$ cat src/rtl/adc_spi_responder_pkg.sv
// Shared definitions for the ADC SPI responder: default geometry, FSM
// state encoding, pattern_mode encodings and checker pattern constants.
package adc_spi_responder_pkg;

  localparam int unsigned DATA_BITS_DEF  = 12;
  localparam int unsigned LEAD_ZEROS_DEF = 4;

  typedef enum logic [1:0] {
    ST_IDLE  = 2'd0,
    ST_SHIFT = 2'd1,
    ST_HOLD  = 2'd2
  } state_t;

  typedef enum logic [1:0] {
    PM_FIXED    = 2'd0,
    PM_RAMP     = 2'd1,
    PM_CHECKER  = 2'd2,
    PM_RESERVED = 2'd3
  } pattern_t;

  localparam logic [11:0] CHECKER_A = 12'hAAA;
  localparam logic [11:0] CHECKER_B = 12'h555;

endpackage

$ cat src/rtl/adc_spi_responder_sync_edge_det.sv
// Two-flop synchronizer for an asynchronous input, followed by a one-flop
// history stage producing single-cycle rise/fall pulses.
module sync_edge_det #(
  parameter logic IDLE_LEVEL = 1'b1
) (
  input  logic clk,
  input  logic rst,
  input  logic async_in,
  output logic rise,
  output logic fall
);

  logic       meta;
  logic       sync;
  logic       prev;
  logic [2:0] primed;

  // Synchronizer chain plus history; primed marks when prev holds a real sample
  always_ff @(posedge clk) begin
    if (rst) begin
      meta   <= IDLE_LEVEL;
      sync   <= IDLE_LEVEL;
      prev   <= IDLE_LEVEL;
      primed <= '0;
    end else begin
      meta   <= async_in;
      sync   <= meta;
      prev   <= sync;
      primed <= {primed[1:0], 1'b1};
    end
  end

  // Edges are suppressed until the chain is refilled after reset, so an input
  // already away from its idle level does not look like a fresh edge.
  assign rise = primed[2] &  sync & ~prev;
  assign fall = primed[2] & ~sync &  prev;

endmodule

$ cat src/rtl/adc_spi_responder.sv
// SPI slave emulating a serial ADC: on CS fall it captures a test-pattern
// sample and shifts {lead zeros, sample} out MSB-first on SCLK falling edges.
module adc_spi_responder
  import adc_spi_responder_pkg::*;
#(
  parameter int unsigned DATA_BITS  = DATA_BITS_DEF,
  parameter int unsigned LEAD_ZEROS = LEAD_ZEROS_DEF
) (
  input  logic                 SYSCLK,
  input  logic                 SYSRESET,
  input  logic                 adc_cs_n,
  input  logic                 adc_sclk,
  output logic                 adc_dout,
  output logic                 adc_dout_oe,
  input  logic                 enable,
  input  logic [1:0]           pattern_mode,
  input  logic [DATA_BITS-1:0] fixed_value,
  output logic                 frame_done,
  output logic                 frame_abort,
  output logic [15:0]          frame_count
);

  localparam int unsigned FRAME_BITS = LEAD_ZEROS + DATA_BITS;
  localparam int unsigned CNT_W      = $clog2(FRAME_BITS + 1);
  localparam logic [DATA_BITS-1:0] CHK_A = DATA_BITS'(CHECKER_A);
  localparam logic [DATA_BITS-1:0] CHK_B = DATA_BITS'(CHECKER_B);

  logic cs_rise, cs_fall, sclk_fall, unused_sclk_rise;

  sync_edge_det #(.IDLE_LEVEL(1'b1)) u_cs_sync (
    .clk      (SYSCLK),
    .rst      (SYSRESET),
    .async_in (adc_cs_n),
    .rise     (cs_rise),
    .fall     (cs_fall)
  );

  sync_edge_det #(.IDLE_LEVEL(1'b1)) u_sclk_sync (
    .clk      (SYSCLK),
    .rst      (SYSRESET),
    .async_in (adc_sclk),
    .rise     (unused_sclk_rise),
    .fall     (sclk_fall)
  );

  state_t                 state, state_n;
  logic [FRAME_BITS-1:0]  shifter, shifter_n;
  logic [CNT_W-1:0]       bit_cnt, bit_cnt_n;
  logic [DATA_BITS-1:0]   ramp, ramp_n, chk, chk_n, sample;
  pattern_t               mode_q, mode_n, mode_in;
  logic                   dout_n, oe_n, done_n, abort_n;
  logic [15:0]            count_n;

  assign mode_in = pattern_t'(pattern_mode);

  // Pattern source selection; reserved mode falls back to the fixed value
  always_comb begin
    case (mode_in)
      PM_RAMP:    sample = ramp;
      PM_CHECKER: sample = chk;
      default:    sample = fixed_value;
    endcase
  end

  // State and datapath registers
  always_ff @(posedge SYSCLK) begin
    if (SYSRESET) begin
      state       <= ST_IDLE;
      shifter     <= '0;
      bit_cnt     <= '0;
      ramp        <= '0;
      chk         <= CHK_A;
      mode_q      <= PM_FIXED;
      adc_dout    <= 1'b0;
      adc_dout_oe <= 1'b0;
      frame_done  <= 1'b0;
      frame_abort <= 1'b0;
      frame_count <= '0;
    end else begin
      state       <= state_n;
      shifter     <= shifter_n;
      bit_cnt     <= bit_cnt_n;
      ramp        <= ramp_n;
      chk         <= chk_n;
      mode_q      <= mode_n;
      adc_dout    <= dout_n;
      adc_dout_oe <= oe_n;
      frame_done  <= done_n;
      frame_abort <= abort_n;
      frame_count <= count_n;
    end
  end

  // Next-state and output logic for the IDLE/SHIFT/HOLD frame sequencer
  always_comb begin
    state_n   = state;
    shifter_n = shifter;
    bit_cnt_n = bit_cnt;
    ramp_n    = ramp;
    chk_n     = chk;
    mode_n    = mode_q;
    dout_n    = adc_dout;
    oe_n      = adc_dout_oe;
    done_n    = 1'b0;
    abort_n   = 1'b0;
    count_n   = frame_count;
    case (state)
      ST_IDLE: begin
        if (cs_fall && enable) begin
          shifter_n = {{LEAD_ZEROS{1'b0}}, sample};
          dout_n    = shifter_n[FRAME_BITS-1];
          oe_n      = 1'b1;
          bit_cnt_n = '0;
          mode_n    = mode_in;
          state_n   = ST_SHIFT;
        end
      end
      ST_SHIFT: begin
        if (cs_rise) begin
          abort_n = 1'b1;
          oe_n    = 1'b0;
          dout_n  = 1'b0;
          state_n = ST_IDLE;
        end else if (sclk_fall) begin
          shifter_n = shifter << 1;
          bit_cnt_n = bit_cnt + 1'b1;
          if (bit_cnt == CNT_W'(FRAME_BITS - 1)) begin
            dout_n  = 1'b0;
            state_n = ST_HOLD;
          end else begin
            dout_n = shifter[FRAME_BITS-2];
          end
        end
      end
      ST_HOLD: begin
        if (cs_rise) begin
          done_n  = 1'b1;
          count_n = frame_count + 1'b1;
          oe_n    = 1'b0;
          dout_n  = 1'b0;
          state_n = ST_IDLE;
          // Each generator advances only when a frame it supplied completes
          if (mode_q == PM_RAMP)    ramp_n = ramp + 1'b1;
          if (mode_q == PM_CHECKER) chk_n  = (chk == CHK_A) ? CHK_B : CHK_A;
        end
      end
      default: begin
        oe_n    = 1'b0;
        dout_n  = 1'b0;
        state_n = ST_IDLE;
      end
    endcase
  end

endmodule
$ cat config.mk
export PLATFORM = sky130hd
export DESIGN_NAME = adc_spi_responder
export DESIGN_NICKNAME = d
export VERILOG_FILES = /design/src/rtl/adc_spi_responder_pkg.sv /design/src/rtl/adc_spi_responder_sync_edge_det.sv /design/src/rtl/adc_spi_responder.sv
export SDC_FILE = /design/constraint.sdc
export NUM_CORES = 1
export LEC_CHECK = 0
export CAP_MARGIN = 20
export CELL_PAD_IN_SITES_DETAIL_PLACEMENT = 0
export CELL_PAD_IN_SITES_GLOBAL_PLACEMENT = 1
export CORE_AREA = 2 2 92 94
export CTS_CLUSTER_DIAMETER = 60
export DETAILED_ROUTE_END_ITERATION = 10
export DIE_AREA = 0 0 94 96
export PLACE_DENSITY = 0.76
export SETUP_SLACK_MARGIN = 0.5
export SLEW_MARGIN = 20
export SYNTH_ARGS = -nofsm -noshare
export SYNTH_HDL_FRONTEND = slang
export SYNTH_SLANG_ARGS = --single-unit
$ cat constraint.sdc
create_clock -name SYSCLK -period 2.5 [get_ports SYSCLK]
set_input_delay 0.375 -clock SYSCLK [delete_from_list [all_inputs] [get_ports SYSCLK]]
set_output_delay 0.375 -clock SYSCLK [all_outputs]
set_load 0.01 [all_outputs]
# [Yosys cells after proc, flatten, opt, wreduce, memory -nomap -nowiden]
# Cells that the tools add are included.
[classes] bitwise=11 mux=27 reduce_logical=14 eq_ne=15 n_addsub=3
[ops] operator="15-bit 2-to-1 mux" count=3
[ops] operator="15-bit case mux with 2 select lines" count=1
[ops] operator="12-bit case mux with 2 select lines" count=1
[ops] operator="16-bit by 1-bit adder with 16-bit output, second input constant" count=1
[ops] operator="5-bit 2-to-1 mux" count=3
[ops] operator="12-bit by 1-bit adder with 12-bit output, second input constant" count=1
[ops] operator="12-bit equality test, second input constant" count=1
[ops] operator="12-bit 2-to-1 mux" count=1
[ops] operator="2-bit 2-to-1 mux" count=5
[ops] operator="5-bit case mux with 2 select lines" count=1
[ops] operator="1-bit 2-to-1 mux" count=9
[ops] operator="3-bit AND reduction" count=3
[ops] operator="2-bit inequality test, second input constant" count=4
[ops] operator="4-bit AND reduction" count=2
[ops] operator="1-bit AND" count=6
[ops] operator="2-bit by 1-bit equality test with 1-bit output, second input constant" count=3
[ops] operator="2-bit equality test, second input constant" count=3
[ops] operator="3-bit inequality test, second input constant" count=2
[ops] operator="2-bit case mux with 3 select lines" count=1
[ops] operator="2-bit AND reduction" count=3
[ops] operator="2-bit OR reduction" count=3
[ops] operator="5-bit by 1-bit adder with 5-bit output, second input constant" count=1
[ops] operator="5-bit by 4-bit equality test with 1-bit output, second input constant" count=1
[ops] operator="1-bit NOT" count=5
[ops] operator="6 further kinds" count=6
[totals] ff_bits=80 out_inout_bits=20 wordCells=91 input_bits=19

# [Longest topological paths before layout]
[logic_depth] ltp_word=6 depth_mapped=7 ltp_nobuf=6

# [Hierarchy]
# A second synthesis with hierarchy kept.
[hier_totals] hier_cells=360 hier_area_um2=3128.0
[by_module_without_submodules] module="adc_spi_responder" cells_per_inst=332 seq_area_each_um2=1161.1 area_each_um2=2782.7 n_inst=1
[by_module_without_submodules] module="sync_edge_det" cells_per_inst=14 seq_area_each_um2=120.1 area_each_um2=172.7 n_inst=2

# [Worst setup path after synthesis]
# OpenSTA, ideal clock, no wires.
[synth_timing] path_kind="reg2reg" from="register state[0]" to="register ramp[11]" required_ps=2430 setup_time_ps=70 t_arrival_ps=1817 path_buffers=0 synth_period_minus_slack_ps=1888 stages_incl_launch_ff=7 slack_ps=612 path_cell_list="dfxtp_1 inv_1 ha_1 nand4b_4 or4_4 or3_1 a21oi_1"
[synth_between] elab_chain_len=2
[synth_rtl] item="start: declaration" line_no="adc_spi_responder.sv:46" rtl="state_t state, state_n;"
[synth_rtl] item="start signal: assignment" line_no="adc_spi_responder.sv:80" rtl="state <= state_n;"
[synth_rtl] item="2-bit equality test" line_no="adc_spi_responder.sv:107" rtl="case (state)"
[synth_rtl] item="3-bit AND reduction (no source line)"
[synth_rtl] item="end signal: assignment" line_no="adc_spi_responder.sv:83" rtl="ramp <= ramp_n;"
[synth_rtl] item="end: declaration" line_no="adc_spi_responder.sv:49" rtl="logic [DATA_BITS-1:0] ramp, ramp_n, chk, chk_n, sample;"
# Every way passes these cells.
# A chain may end at the register's enable or synchronous reset.

# [Final worst setup path]
# Ends and elaborated chain as after synthesis.

==> out/metrics.cfg <==
[timing]
grt_setup_unrepaired = true
slew_headroom = 0.6728
setup_viol = 0
fin_crit_sh = 0.7627
tightestPinTransition_ns = 0.4899
min_period_ns = 1.907
hold_slack_ns = 0.4107
final-hold-violation-count = 0
fmax_ghz = 0.5245
slew_violations = 0
fin_skew_ns = 0.007761
fin_ws_ns = 0.5933

[synthesis]
async_flop_share = 0
yosysSeqAreaShare = 0.4199
synthesis.nets = 415
ys_ff_latch = 67
synth_top_area_cell = dfxtp_1
syn_area_um2 = 3194
synthCells = 387
yosys-top-cells-count = dfxtp_1, nand2_1, a21oi_1, inv_1, o21ai_0
synth_top_family_by_area = simple AND/OR/NAND/NOR gates
synth-simple-area-share = 0.2562
synth.distinct_cells = 46
synthXorXnorAreaFrac = 0.04935
synth.most_common_cell = dfxtp_1
yosys-top-cells-area = dfxtp_1, a21oi_1, o21ai_0
synth_compound_area_frac = 0.1637
synth_top_cell_area_share = 0.4199
synth-edff-count = 0
yosysWarningCount = 0
synth_mux_area_frac = 0.01293
synth-main-ff-cell = dfxtp_1
avgSynthCellArea_um2 = 8.254
synthAdderAreaFrac = 0.03525

[place]
dpl-instance-area_um2 = 3696
io_buffers = 38
hpwlAfterDp_mm = 5.232
gp_congestion = 0.8374
dp_worst_setup_slack_ns = -0.0004705

[global_routing]
antenna_found_initial = 0
grt_pass1_wl_mm = 12.94
grt_max_degree = 33
grt_pass1_vias = 2760
grt_overflow = 0
globalRouteTotalUtil = 0.1808

[floorplan]
dieWidth_um = 94
start_util = 0.3967
io_pins = 39
core_um2 = 8051
fp.dieArea_um2 = 9024
num_rows = 33
die_h_um = 96

[setup_path]
cpMaxStageDelayCell = or4_4
cp_max_fo = 8
cp.arrival_ns = 2.18
reg2reg_slack_ns = 0.59
cp_top_family = simple AND/OR/NAND/NOR gates
critPathRequiredTime_ns = 2.77
startpoint_type = flop
path_class = reg -> reg
max_stage_delay_ns = 0.50
path_buf_inv = 1
path_cells = inv_1, ha_1, nand4b_4, or4_4, or3_1, a21oi_1
critPathCaptureType = flop

[drt]
num_vias = 2859
drt_iter0_drc = 154
vias_per_cell = 5.344
drc = 0
route.final.wire_length_mm = 7.538
antenna_left = 0
wl_per_cell_um = 14.09
drtPass1Iterations = 5

[clock_network]
root_buffer = clkbuf_8
post_cts_buffers = 0
clock_sinks = 67
htreeDepth = 3
cts_hold_buf = 0
cts_buffers = 9
ctsLongestPathBuffers = 2
clk_pin_slew_ns = 0.07
cts_tree = built
clock_latency_ns = 0.34

[power]
vdd_ir_drop_max_mv = 0.2917
power_w = 0.002351
p_leak_nw = 1.380
power_density_nw_per_um2 = 602.0

[layout]
diodes = 0
area_delta_synth_final_pct = 22.29
fillers = 838
design_area_um2 = 3906
nets = 453
final_layout_size_suffix_gt1_frac = 0.1000

[run_status]
status = completed

[run]
drv_cap = 0

[worst_hold_path]
hold_class = reg -> reg

[layout make-up]
cell class,count,area (um2),area share
clock inverter,4,25.02,0.006406
inverter,32,120.1,0.03075
clock buffer,12,155.1,0.03972
multi-input combinational,267,1683,0.4308
tap,105,131.4,0.03363
timing repair buffer,48,450.4,0.1153
sequential,67,1341,0.3434
[per-layer routing]
metal / track usage / part of all wire / vias to the layer above
met3: 0.03054 / 0.040 / 9
li1: - / - / 1442
met4: 0.08213 / 0.014 / 0
met5: 0 / 0 / -
met2: 0.2827 / 0.46 / 59
met1: 0.2453 / 0.49 / 1349
[cell families after synthesis]
family                     after synthesis
AOI/OAI and AO/OA                       86
xor gates and xnor gates                18
adders and majority gates                9
buffers and inverters                   53
DFF                                     67
muxes                                    4
and+or+nand+nor                        150
[flip-flops by register name, summed over array words and instances, names as in the netlist, 2 cells and up]
name and count:
chk 2, state 2, frame_count 16, mode_q 2, ramp 12, bit_cnt 5
shifter 15, u_sclk_sync.primed 3
[per-stage QoR]
stage | cells | setup TNS [ns] | util
after floorplan | 387 | 0 | -
after global placement | 519 | 0 | 0.4591
after detailed placement | 519 | -0.0004705 | 0.4591
after CTS | 535 | 0 | 0.4830
after global routing | 535 | 0 | 0.4852
final | 535 | 0 | 0.4852
[path summary, 6_finish.rpt]
| path | startpoint | end | depth (start not counted) |
|---|---|---|---|
| hold / removal | u_cs_sync.meta | u_cs_sync.sync | 1 |
| hold reg to reg | u_cs_sync.meta | u_cs_sync.sync | 1 |
| setup reg to reg | state[0] | ramp[11] | 6 |
| setup / recovery | state[0] | ramp[11] | 6 |
[where the power goes]
part | total, W | switching [W] | internal, W
logic | 0.000412 | 0.000249 | 0.000163
clock network | 0.000822 | 0.000412 | 0.000411
registers | 0.00112 | 0.0000178 | 0.00110
total | 0.00235 | 0.000679 | 0.00167
[repair_timing]
action,CTS,global route
pin swaps,1,2
gates resized for setup,3,5
setup endpoints to repair,12,25
endpoints found under the hold margin,0,0
[cells in the final DEF (no fill, tap or decap), drive strengths merged, types with 4 or more instances in the layout]
cell and instances:
a21oi 32, a222oi 11, and3 7, buf 11, clkbuf 12, clkdlybuf4s50 37
dfxtp 67, ha 9, inv 31, nand2 33, nand3 24, nand4 9
nand4b 5, nor2 26, nor2b 5, nor3 7, o21ai 30, or2 8
or3 6, xnor2 14, xor2 4
(Power assumes the default switching activity.)
